<file path="src/rtl/uart_tx_fifo.sv">
// UART transmitter fed by a FIFO; optional line break via UART_TX_FIFO_BREAK_EN.
// Latency: a push into an empty idle FIFO starts the start bit two cycles later.
// Backpressure: ready low while full, in POST_RESET, or in reset.
module uart_tx_fifo #(
  parameter int CLOCK_DIVIDER_WIDTH = 16,
  parameter int DATA_WIDTH          = 8,
  parameter int FIFO_DEPTH_LOG2     = 4
) (
  input  logic                           clock_i,
  input  logic                           reset_i,
  input  logic                           write_i,
  input  logic [DATA_WIDTH-1:0]          data_i,
  input  logic                           two_stop_bits_i,
  input  logic                           parity_bit_i,
  input  logic                           parity_even_i,
  input  logic [CLOCK_DIVIDER_WIDTH-1:0] clock_divider_i,
`ifdef UART_TX_FIFO_BREAK_EN
  input  logic                           break_i,
`endif
  output logic                           serial_o,
  output logic                           ready_o,
  output logic                           busy_o,
  output logic [FIFO_DEPTH_LOG2:0]       fifo_count_o
);

  localparam int DEPTH = 1 << FIFO_DEPTH_LOG2;
  localparam logic [FIFO_DEPTH_LOG2:0] FULL_COUNT = {1'b1, {FIFO_DEPTH_LOG2{1'b0}}};

`ifdef UART_TX_FIFO_BREAK_EN
  typedef enum logic [1:0] {POST_RESET, IDLE, SEND, BREAK} state_t;
`else
  typedef enum logic [1:0] {POST_RESET, IDLE, SEND} state_t;
`endif

  state_t state_q, state_d;

  logic [DATA_WIDTH-1:0]          mem [0:DEPTH-1];
  logic [FIFO_DEPTH_LOG2-1:0]     wr_ptr, rd_ptr;
  logic [FIFO_DEPTH_LOG2:0]       count;
  logic                           full, empty, push, pop;

  logic [CLOCK_DIVIDER_WIDTH-1:0] clk_cnt_q, clk_cnt_d;
  logic [CLOCK_DIVIDER_WIDTH-1:0] period_q, period_d;
  logic [CLOCK_DIVIDER_WIDTH-1:0] live_period, cur_period;
  logic [3:0]                     bit_idx_q, bit_idx_d, nxt_idx, last_idx;
  logic [DATA_WIDTH-1:0]          shift_q, shift_d;
  logic                           par_en_q, par_en_d;
  logic                           par_val_q, par_val_d;
  logic                           stop2_q, stop2_d;
  logic                           serial_q, serial_d;
  logic                           bit_end;

  assign full  = (count == FULL_COUNT);
  assign empty = (count == '0);
  assign push  = write_i && ready_o;

  always_ff @(posedge clock_i) begin
    if (push) mem[wr_ptr] <= data_i;
  end

  always_ff @(posedge clock_i or posedge reset_i) begin
    if (reset_i) begin
      wr_ptr <= '0;
      rd_ptr <= '0;
      count  <= '0;
    end else begin
      if (push) wr_ptr <= wr_ptr + 1'b1;
      if (pop)  rd_ptr <= rd_ptr + 1'b1;
      case ({push, pop})
        2'b10:   count <= count + 1'b1;
        2'b01:   count <= count - 1'b1;
        default: count <= count;
      endcase
    end
  end

  // A zero period register means no bit has been timed since reset yet.
  assign live_period = (clock_divider_i == '0) ? CLOCK_DIVIDER_WIDTH'(1) : clock_divider_i;
  assign cur_period  = (period_q == '0) ? live_period : period_q;
  assign bit_end     = (clk_cnt_q == cur_period - 1'b1);
  assign nxt_idx     = bit_idx_q + 4'd1;
  assign last_idx    = 4'(DATA_WIDTH) + {3'b000, par_en_q} + (stop2_q ? 4'd2 : 4'd1);

  always_comb begin
    state_d   = state_q;
    clk_cnt_d = clk_cnt_q;
    period_d  = period_q;
    bit_idx_d = bit_idx_q;
    shift_d   = shift_q;
    par_en_d  = par_en_q;
    par_val_d = par_val_q;
    stop2_d   = stop2_q;
    serial_d  = serial_q;
    pop       = 1'b0;

    if (state_q != IDLE) begin
      if (bit_end) begin
        clk_cnt_d = '0;
        period_d  = live_period;
      end else begin
        clk_cnt_d = clk_cnt_q + 1'b1;
      end
    end

    case (state_q)
      POST_RESET: begin
        serial_d = 1'b1;
        if (bit_end) begin
          if (bit_idx_q == 4'(DATA_WIDTH + 3)) begin
            state_d   = IDLE;
            bit_idx_d = '0;
          end else begin
            bit_idx_d = nxt_idx;
          end
        end
      end
      IDLE: begin
        serial_d  = 1'b1;
        clk_cnt_d = '0;
        bit_idx_d = '0;
`ifdef UART_TX_FIFO_BREAK_EN
        if (break_i) begin
          state_d  = BREAK;
          serial_d = 1'b0;
          period_d = live_period;
        end else
`endif
        if (!empty) begin
          pop       = 1'b1;
          state_d   = SEND;
          serial_d  = 1'b0;
          period_d  = live_period;
          shift_d   = mem[rd_ptr];
          par_en_d  = parity_bit_i;
          stop2_d   = two_stop_bits_i;
          par_val_d = (^mem[rd_ptr]) ^ ~parity_even_i;
        end
      end
      SEND: begin
        if (bit_end) begin
          if (bit_idx_q == last_idx) begin
            state_d   = IDLE;
            serial_d  = 1'b1;
            bit_idx_d = '0;
          end else begin
            bit_idx_d = nxt_idx;
            if (nxt_idx <= 4'(DATA_WIDTH)) begin
              serial_d = shift_q[0];
              shift_d  = shift_q >> 1;
            end else if (nxt_idx == 4'(DATA_WIDTH + 1) && par_en_q) begin
              serial_d = par_val_q;
            end else begin
              serial_d = 1'b1;
            end
          end
        end
      end
`ifdef UART_TX_FIFO_BREAK_EN
      BREAK: begin
        // Low for the minimum length and while break_i holds, then one high bit.
        if (bit_end) begin
          if (serial_q) begin
            state_d   = IDLE;
            bit_idx_d = '0;
          end else if (bit_idx_q >= 4'(DATA_WIDTH + 3) && !break_i) begin
            serial_d = 1'b1;
          end else if (bit_idx_q < 4'(DATA_WIDTH + 3)) begin
            bit_idx_d = nxt_idx;
          end
        end
      end
`endif
      default: begin
        state_d  = POST_RESET;
        serial_d = 1'b1;
      end
    endcase
  end

  always_ff @(posedge clock_i or posedge reset_i) begin
    if (reset_i) begin
      state_q   <= POST_RESET;
      clk_cnt_q <= '0;
      period_q  <= '0;
      bit_idx_q <= '0;
      shift_q   <= '0;
      par_en_q  <= 1'b0;
      par_val_q <= 1'b0;
      stop2_q   <= 1'b0;
      serial_q  <= 1'b1;
    end else begin
      state_q   <= state_d;
      clk_cnt_q <= clk_cnt_d;
      period_q  <= period_d;
      bit_idx_q <= bit_idx_d;
      shift_q   <= shift_d;
      par_en_q  <= par_en_d;
      par_val_q <= par_val_d;
      stop2_q   <= stop2_d;
      serial_q  <= serial_d;
    end
  end

  assign serial_o     = serial_q;
  assign ready_o      = !full && (state_q != POST_RESET) && !reset_i;
  assign busy_o       = reset_i || (state_q != IDLE) || (count != '0);
  assign fifo_count_o = count;

endmodule
</file>
<file path="config.mk">
export PLATFORM = sky130hd
export DESIGN_NAME = uart_tx_fifo
export DESIGN_NICKNAME = d
export VERILOG_FILES = /design/src/rtl/uart_tx_fifo.sv
export SDC_FILE = /design/constraint.sdc
export NUM_CORES = 1
export LEC_CHECK = 0
export CORE_ASPECT_RATIO = 1.25
export CORE_UTILIZATION = 61
export CTS_CLUSTER_SIZE = 25
export DETAILED_ROUTE_END_ITERATION = 6
export PLACE_DENSITY = 0.86
export SYNTH_ARGS = -nofsm -noshare
export SYNTH_HDL_FRONTEND = slang
export SYNTH_SLANG_ARGS = --single-unit
</file>
<file path="constraint.sdc">
create_clock -name clock_i -period 4.2 [get_ports clock_i]
set_clock_uncertainty 0.05 [all_clocks]
set_input_delay 0.84 -clock clock_i [delete_from_list [all_inputs] [get_ports clock_i]]
set_output_delay 0.84 -clock clock_i [all_outputs]
set_load 0.03 [all_outputs]
</file>
==> results_dict.tcl <==
set metrics [dict create \
    final_common_cell "edfxtp_1" \
    ys_async_sr_fraction_pct 33.0 \
    cp_num_buf_inv 4 \
    p_sw_share_pct 35.7 \
    numPortBuffers 37 \
    core_um2 14500 \
    avgSynthCellArea_um2 14.5 \
    netlist_area_um2 9120 \
    die_h_um 139 \
    setup_slack_ns 0.0780 \
    yosys_warnings 0 \
    drt_first_pass_iters 6 \
    yosysSeqAreaShare_pct 59.5 \
    grt_antenna_before_repair 0 \
    pwr-share-clk_pct 21.8 \
    synth-seq-cells 191 \
    antenna_cells 0 \
    syn-num-nets 682 \
    synth_edf_count 128 \
    ir_drop_uv 396 \
    drtAntennaViolNets 0 \
    dpl.hpwl_mm 13.4 \
    setup_viol 0 \
    syn2layout_area_growth_pct 16.6 \
    drv_slew 0 \
    worstPathRequired_ns 4.46 \
    crit_path_frequent_cell "buf_4" \
    area.sequential_um2 5420 \
    cts-htree-levels 4 \
    fin_crit_ns 4.12 \
    ys.flop_type "edfxtp_1" \
    power.leakage_uw 0.00386 \
    pwr-share-seq_pct 37.6 \
    worstSkewPairLatency_ns 0.44 \
    place_congestion 0.933 \
    grt_max_degree 64 \
    routed_via_density 6.29 \
    p_comb_share_pct 40.7 \
    violations "DRC" \
    path_delay_family "simple AND/OR/NAND/NOR gates" \
    status "complete, but fails checks" \
    relSlewSlack_pct 41.4 \
    crit_fanout 16 \
    io_pins 38 \
    netlist_instances 630 \
    worstSetupStartpointType "primary input" \
    numClockSinks 191 \
    root_buffer "clkbuf_16" \
    grt_pass1_vias 5949 \
    p_per_area_nw_per_um2 681 \
    final_nets 762 \
    die_x_um 111 \
    switchingPower_uw 2590 \
    numCtsBuffers 17 \
    worst_pin_slew_ns 0.871 \
    max_freq_ghz 0.243 \
    postLayoutCoreUtil_pct 73.5 \
    n_fill_cell 895 \
    start_util_pct 63.0 \
    cap_violations 0 \
    drt-total-wl_mm 19.4 \
    path_clk_slew_ns 0.07 \
    drt_iter0_drc 393 \
    overflow 0 \
    final_cell_mix "128 x edfxtp_1, 61 x dfrtp_1, 45 x buf_4" \
    grt_pass1_wl_mm 30.6 \
    clockBufferDepth 2 \
    crit_slowest_cell "clkdlybuf4s50_1" \
    dpl_cell_area_um2 9950 \
    crit_type "in2reg" \
    stdcell_area_um2 10600 \
    intPower_uw 4650 \
    drc 2 \
    critical_path_arrival_ns 4.38 \
    cts_hold_buf 0 \
    min_period_over_period_pct 98.1 \
    end_kind "flip-flop" \
    slowest_delay_ns 0.44 \
    multi_input_area_um2 3590 \
    cp_cell_sequence "clkdlybuf4s50_1 > nor4_2 > buf_4 > nand4_1 > o21bai_2 > a21oi_2 > ha_2 > nand2b_1 > a41oi_4 > nand3_2 > a2bb2oi_1 > o211ai_1 > or4_1 > buf_4 > o21bai_4 > and2_4 > buf_12 > mux2_1" \
    drive_above_1_share_pct 21.0 \
    core.rowCount 49 \
    via_count 5669 \
    cts_tree "done" \
    grt_usage_pct 26.5 \
    ys_types 67 \
    wire_per_inst_um 21.5 \
    place_ws_ns -0.530 \
    die_area_um2 15400 \
    hold_path_class "reg2reg" \
    final_hold_viol_count 0 \
]
==> cells by family (layout without fill, tap and decap cells) <==
group                      count (synthesis)  count (layout)  synth area share, %
muxes                                     74              74                 14.0
AOI/OAI and AO/OA                         84              84                 6.38
buffers and inverters                     41             134                 2.09
and+or+nand+nor                          163             163                 9.66
xor gates and xnor gates                  55              55                 5.28
DFF                                      191             191                 59.5
adders and majority gates                 22              22                 3.10
==> synth_stat cells, types with 3 or more instances <==
cell type	n	area (µm²)
nor2b_1	4	25.0
a21oi_1	12	60.1
a211oi_1	4	30.0
mux2_2	7	78.8
nor2_1	38	143
nor4_1	8	50.1
nand4_1	7	43.8
o21ai_0	16	80.1
xor2_1	23	201
nand3_1	15	75.1
o21ai_1	3	15.0
buf_1	4	15.0
a41oi_1	3	26.3
mux4_2	40	901
nand2b_1	7	43.8
o31ai_1	5	37.5
mux2_1	24	270
clkbuf_1	12	45.0
dfrtp_1	62	1550
mux2i_1	3	30.0
nor3_1	9	45.0
and3_1	7	43.8
o211a_1	3	30.0
and2_1	19	119
nand2_1	33	124
inv_1	17	63.8
edfxtp_1	128	3840
or4_1	3	22.5
ha_1	21	263
xnor2_1	32	280
a31oi_1	14	87.6
==> repair_timing <==
| action | in CTS | in global routing |
|---|---|---|
| pin swaps | 3 | 5 |
| setup buffers | 0 | 3 |
| gates cloned | 0 | 0 |
| gates resized for setup | 4 | 11 |
| endpoints found under the setup margin | 24 | 25 |
==> worst reg2reg max path, delay by kind of cell (launching register included) <==
family,cells,cell delay (ns)
multiplexers,1,0.34
buffers and inverters,2,0.34
AO/OA/AOI/OAI,5,0.60
adder cells (fa/ha/maj),1,0.20
AND/OR/NAND/NOR,7,1.80
flip-flops,1,0.50
==> power by group through the flow <==
stage	clock, µW	sequential, µW	combinational (µW)
3_5_place_dp	0	2730	2860
5_1_grt	1650	2750	3180
2_1_floorplan	0	2610	2160
6_report	1580	2720	2940
3_3_place_gp	0	2710	2740
4_1_cts	1590	2710	2910
==> worst paths after layout <==
| kind | startpoint | cells after the start | to | slack (ns) |
|---|---|---|---|---|
| max | clock_divider_i[8] | 18 | period_q[3] | 0.08 |
| min in group asynchronous | reset_i | 3 | wr_ptr[3] | 0.98 |
| max reg2reg | period_q[2] | 16 | period_q[3] | 0.25 |
| min | shift_q[2] | 1 | shift_q[2] | 0.45 |
| min reg2reg | shift_q[2] | 1 | shift_q[2] | 0.45 |
| max in group asynchronous | reset_i | 3 | rd_ptr[0] | 2.58 |
==> registers in the layout, indices dropped and copies added, names as in the netlist, 2 cells and up <==
signal	count
fifo_count_o	5
period_q	16
rd_ptr	4
clk_cnt_q	16
wr_ptr	4
bit_idx_q	4
mem	128
shift_q	8
state_q	2
==> layout make-up <==
cell class,count,share of cell area [%]
Multi-Input combinational cell,398,33.7
Inverter,18,0.635
Clock inverter,15,1.51
Timing Repair Buffer,84,7.03
Sequential cell,191,51.0
Clock buffer,17,4.00
Tap cell,178,2.09
==> routing by layer <==
metal / GRT usage (%) / routed length [µm] / share of wire, %
met5: 0 / 0 / 0
met4: 13.9 / 673 / 3.5
met3: 4.94 / 747 / 3.9
met2: 48.6 / 10700 / 55
met1: 29.1 / 7280 / 38
==> metrics by stage <==
| stage | hold WS, ns | TNS, ns | instances | power [µW] |
|---|---|---|---|---|
| 6_report | 0.454 | 0 | 901 | 7240 |
| 3_5_place_dp | 0.430 | -15.59 | 866 | 5600 |
| 3_3_place_gp | 0.418 | -11.88 | 866 | 5450 |
| 5_1_grt | 0.486 | -0.313 | 901 | 7580 |
| 4_1_cts | 0.446 | 0 | 898 | 7210 |
| 2_1_floorplan | 0.401 | 0 | 630 | 4780 |
Power figures use the tool's default switching activity.
==> RTL edit 1 (same flow settings) <==
Re-encode `state_t` (3 states) as one-hot, 3 bits wide.
--- a/src/rtl/uart_tx_fifo.sv
+++ b/src/rtl/uart_tx_fifo.sv
@@ -29,7 +29,7 @@
 `ifdef UART_TX_FIFO_BREAK_EN
   typedef enum logic [1:0] {POST_RESET, IDLE, SEND, BREAK} state_t;
 `else
-  typedef enum logic [1:0] {POST_RESET, IDLE, SEND} state_t;
+  typedef enum logic [2:0] {POST_RESET = 3'b001, IDLE = 3'b010, SEND = 3'b100} state_t;
 `endif
 
   state_t state_q, state_d;
Behaviour: no difference found for any inputs over 10 cycles, from zero or initial values and one cycle with reset_i high; not proved beyond that.
==> RTL edit 1 against the unedited design <==
- synthesized area is 3.1% higher
- routed wire length is 15% higher
- synthesized cell count is 6.0% higher
- cell area is 4.1% higher
- worst setup slack worse by 0.058 ns
- count of clock-buffer cells in the layout is 1 higher
- final cell count is 5.9% higher
- utilization is 0.21 points higher
- via count is 12% higher
- sequential cell count is 1 higher
- critical path type unchanged
- critical endpoint is now shift_q[6]
- highest routed layer unchanged
Power is not compared: it rests on default switching activity, and its combinational part moved more than twofold at a synthesized area within 25%.
==> RTL edit 1: results (changes against the unedited design) <==
yosys:
  synth_common_cells: "edfxtp_1, dfrtp_1, nor2_1"  # was edfxtp_1, dfrtp_1, mux4_2
  synth-async-reset-ratio_pct: 33.33  # was 32.98%
  ys_types: 78  # was 67
  ys_top_cells_by_area: "edfxtp_1, dfrtp_1, mux4_2, xnor2_1, ha_1"  # was edfxtp_1, dfrtp_1, mux4_2, xnor2_1, mux2_1
  yosysSeqAreaShare_pct: 57.96  # was 59.45%
finish:
  drive_above_1_share_pct: 26.42  # was 21.02%
  fin_nets: 806  # was 762
  fill_cells: 896  # was 895
  area_delta_synth_final_pct: 17.77  # was 16.64%
critical_path:
  worst-r2r-setup-slack_ns: 0.05  # was 0.25 ns
  r2r_cells: 13  # was 16
  reg2reg_from: "period_q[12]"  # was period_q[2]
  worstPathArrival_ns: 4.45  # was 4.38 ns
  startpoint: "clock_divider_i[10]"  # was clock_divider_i[8]
place:
  place_congestion: 0.9591  # was 0.9328
  hpwl_mm: 15.01  # was 13.36 mm
  place_ws_ns: -0.8287  # was -0.5295 ns
  dp_cells: 914  # was 866
clock_tree:
  cts_root_buf: "clkbuf_16"  # unchanged
  post_cts_buffers: 4  # was 0
  cts-resized-gates: 24  # was 4
global_route:
  first_global_vias: 6605  # was 5949
  track_usage_pct: 29.96  # was 26.51%
  grt_max_degree: 65  # was 64
  grt_pass1_wl_mm: 35.29  # was 30.57 mm
routing:
  met1_length_mm: 7.916  # was 7.279 mm
  finalWirelength_mm: 22.33  # was 19.39 mm
  route.met2.wl_mm: 12.18  # was 10.69 mm
  num_vias: 6331  # was 5669
  wl_per_cell_um: 23.41  # was 21.52 um
  route.met3.wl_mm: 1.207  # was 747 um
  drt_iter0_drc: 532  # was 393
worst_hold_path:
  whs_path_depth: 2  # was 1
timing:
  worst_pin_slew_ns: 0.8438  # was 0.8712 ns
  worst_hold_slack_ns: 0.4739  # was 0.4537 ns
  finalCriticalPeriod_ns: 4.180  # was 4.122 ns
status:
  status: "finished clean"  # was complete, but fails checks
-- RTL edit 1: changes by cell type in the layout (fill, tap and decap cells not counted), sizes merged, moves of 7 or more --
cell	unedited run	this run
buf	47	68
clkdlybuf4s50	37	22
mux2	31	16
or3	0	13
dlygate4sd2	0	10
nor2	38	47
nor4	11	18
-- RTL edit 1: cells by family after synthesis --
family / after synthesis / share of synthesized area, %
and+or+nand+nor: 200 / 12.01
DFF: 192 / 57.96
AOI/OAI and AO/OA: 102 / 8.839
muxes: 57 / 11.61
buffers and inverters: 54 / 2.809
xor gates and xnor gates: 46 / 4.433
adders and majority gates: 17 / 2.343
-- RTL edit 1: final cells by class --
cell class / count / area share [%]
Timing Repair Buffer: 104 / 7.709
Sequential cell: 192 / 49.24
Inverter: 22 / 0.7460
Multi-Input combinational cell: 422 / 34.79
Clock inverter: 14 / 1.582
Tap cell: 182 / 2.057
Clock buffer: 18 / 3.877
-- RTL edit 1: layer usage --
layer | up-vias | track usage, %
li1 | 2788 | -
met1 | 3160 | 33.44
met2 | 299 | 54.99
met3 | 84 | 4.987
met4 | 0 | 15.10
met5 | - | 0
-- RTL edit 1: worst max-delay path, cell delays in order --
cell and delay (ns):
dlygate4sd2_1 0.26, nor3_2 0.25, nand4_1 0.21, o31ai_2 0.28, a21oi_2 0.09, ha_2 0.21
nor3b_4 0.17, a311o_1 0.34, a21o_1 0.19, a2111oi_4 0.34, and4bb_2 0.34, nand3_4 0.13
or4b_4 0.56, o221a_1 0.24
-- RTL edit 1: worst paths after layout --
kind                           endpoint
setup / recovery             shift_q[6]
setup reg to reg             shift_q[6]
hold / removal                par_val_q
hold reg to reg               par_val_q
max in group asynchronous  period_q[13]
min in group asynchronous       stop2_q
==> RTL edit 2 (config.mk and constraints unchanged) <==
Without the edit above. Change the parameter `CLOCK_DIVIDER_WIDTH` from 16 to 24.
--- a/src/rtl/uart_tx_fifo.sv
+++ b/src/rtl/uart_tx_fifo.sv
@@ -2,7 +2,7 @@
 // Latency: a push into an empty idle FIFO starts the start bit two cycles later.
 // Backpressure: ready low while full, in POST_RESET, or in reset.
 module uart_tx_fifo #(
-  parameter int CLOCK_DIVIDER_WIDTH = 16,
+  parameter int CLOCK_DIVIDER_WIDTH = 24,
   parameter int DATA_WIDTH          = 8,
   parameter int FIFO_DEPTH_LOG2     = 4
 ) (
Ports: changed (resized clock_divider_i); port bits go from 38 to 46. No check against the original RTL was run, so the function may have changed too.
==> RTL edit 2 against the unedited design <==
- the flow finishes with violations (negative setup slack)
- routed wire length increased by 45%
- critical endpoint is now period_q[0]
- cell area up 22%
- synthesized cell count grew 30%
- synthesized area is 16% higher
- worst setup slack got worse by 0.21 ns
- non-clock buffer count increased by 76
- sequential cell count up 16
Power is not compared: it rests on default switching activity, and its combinational part moved more than twofold at a synthesized area within 25%.
==> RTL edit 2: results (changes against the unedited design) <==
status:
  status: "complete, but fails checks"  # unchanged
  violations: "negative setup slack"  # was design-rule violations
finish:
  reg.largest.list: "mem (128), clk_cnt_q (24), period_q (24)"  # was mem (128), clk_cnt_q (16), period_q (16)
  fin_nets: 1024  # was 762
  drive_above_1_share_pct: 28.50  # was 21.02%
place:
  port_buffers: 45  # was 37
global_route:
  grt_pass1_wl_mm: 43.25  # was 30.57 mm
  grt_use_met1_pct: 35.11  # was 29.11%
  grt_max_degree: 80  # was 64
  met3_usage_pct: 4.128  # was 4.939%
  use_met2_pct: 59.13  # was 48.59%
clock_tree:
  numCtsBuffers: 21  # was 17
  clk_path_buf_depth: 3  # was 2
  clock_latency_ns: 0.50  # was 0.44 ns
critical_path:
  startpoint: "clock_divider_i[7]"  # was clock_divider_i[8]
  critPathMaxFanout: 5  # was 16
timing:
  setup_viol: 34  # was 0
  relSlewSlack_pct: 30.95  # was 41.38%
  finalWorstSetupSlack_ns: -0.1341  # was 0.07803 ns
routing:
  wl_per_cell_um: 23.50  # was 21.52 um
  num_vias: 7735  # was 5669
yosys:
  synth-async-reset-ratio_pct: 38.16  # was 32.98%
  synth_common_cells: "edfxtp_1, dfrtp_1, nor2_1"  # was edfxtp_1, dfrtp_1, mux4_2
  synth_fp_nets: 875  # was 682
  syn_inst: 817  # was 630
  yosysSeqAreaShare_pct: 55.10  # was 59.45%
worst_hold_path:
  min_from: "shift_q[0]"  # was shift_q[2]
RTL edit 2: report_power, final:
group | internal (mW) | switching [mW] | total [mW]
registers | 2.17 | 0.00264 | 2.17
logic | 0.0554 | 0.0802 | 0.136
clock network | 1.04 | 0.768 | 1.81
RTL edit 2: worst paths after layout:
path                                   end  slack [ns]  cells past startpoint
min in group asynchronous  fifo_count_o[1]        1.00                      3
max reg2reg                     state_q[1]        0.01                     17
min reg2reg                     shift_q[0]        0.47                      1
max in group asynchronous        rd_ptr[0]        2.38                      3
min                             shift_q[0]        0.47                      1
max                            period_q[0]       -0.13                     21
RTL edit 2: critical path, stage by stage:
cell       delay [ns]
buf_6            0.09
or4_4            0.55
nor4_4           0.30
a31o_1           0.22
a21o_1           0.16
inv_2            0.06
ha_4             0.15
or4b_4           0.22
buf_6            0.10
nor2_1           0.05
buf_4            0.14
xnor2_2          0.16
a2bb2oi_2        0.10
o21ai_2          0.08
nand4b_1         0.13
buf_4            0.17
nor4b_4          0.23
a21o_1           0.18
and2_4           0.24
clkbuf_16        0.18
mux2_4           0.29
RTL edit 2: cell families (layout without fill, tap and decap cells):
group | after synthesis | count (layout) | share of synthesized area [%]
simple gates | 255 | 256 | 13.12
flops | 207 | 207 | 55.10
compound gates | 129 | 129 | 8.976
xor+xnor | 72 | 72 | 6.098
mux | 68 | 68 | 11.51
buf+inv | 66 | 227 | 2.759
fa+ha+maj | 20 | 20 | 2.439
RTL edit 2: final cells by class:
class	count	area, sq um
Clock buffer	27	548.0
Inverter	31	117.6
Clock inverter	9	96.34
Sequential cell	207	5823
Fill cell	1030	3961
Tap cell	220	275.3
Multi-Input combinational cell	545	4740
Timing Repair Buffer	160	1349
RTL edit 2: repair_timing:
action	in CTS	in global routing
pin swaps	25	19
endpoints found under the setup margin	63	63
buffers inserted	18	6
resized for setup	104	19
cloned	0	3
RTL edit 2: metrics by stage:
step           cell area, sq um  worst slack, ns  utilization (%)  setup TNS, ns  total power, mW
2_1_floorplan             10670          -0.5481                -         -18.66            2.245
3_3_place_gp              11940          -0.9547            70.58         -50.38            2.342
3_5_place_dp              11940           -1.097            70.58         -57.61            2.346
4_1_cts                   12770         -0.07701            75.55         -1.276            4.126
5_1_grt                   12950          -0.2488            76.57         -7.696            4.208
6_report                  12950          -0.1341            76.57         -3.240            4.117
RTL edit 2: metal layers:
metal / vias to the layer above / routed length [um]
met4: 0 / 1581
met3: 126 / 1556
met5: - / 0
met2: 386 / 15100
li1: 3413 / -
met1: 3810 / 9937
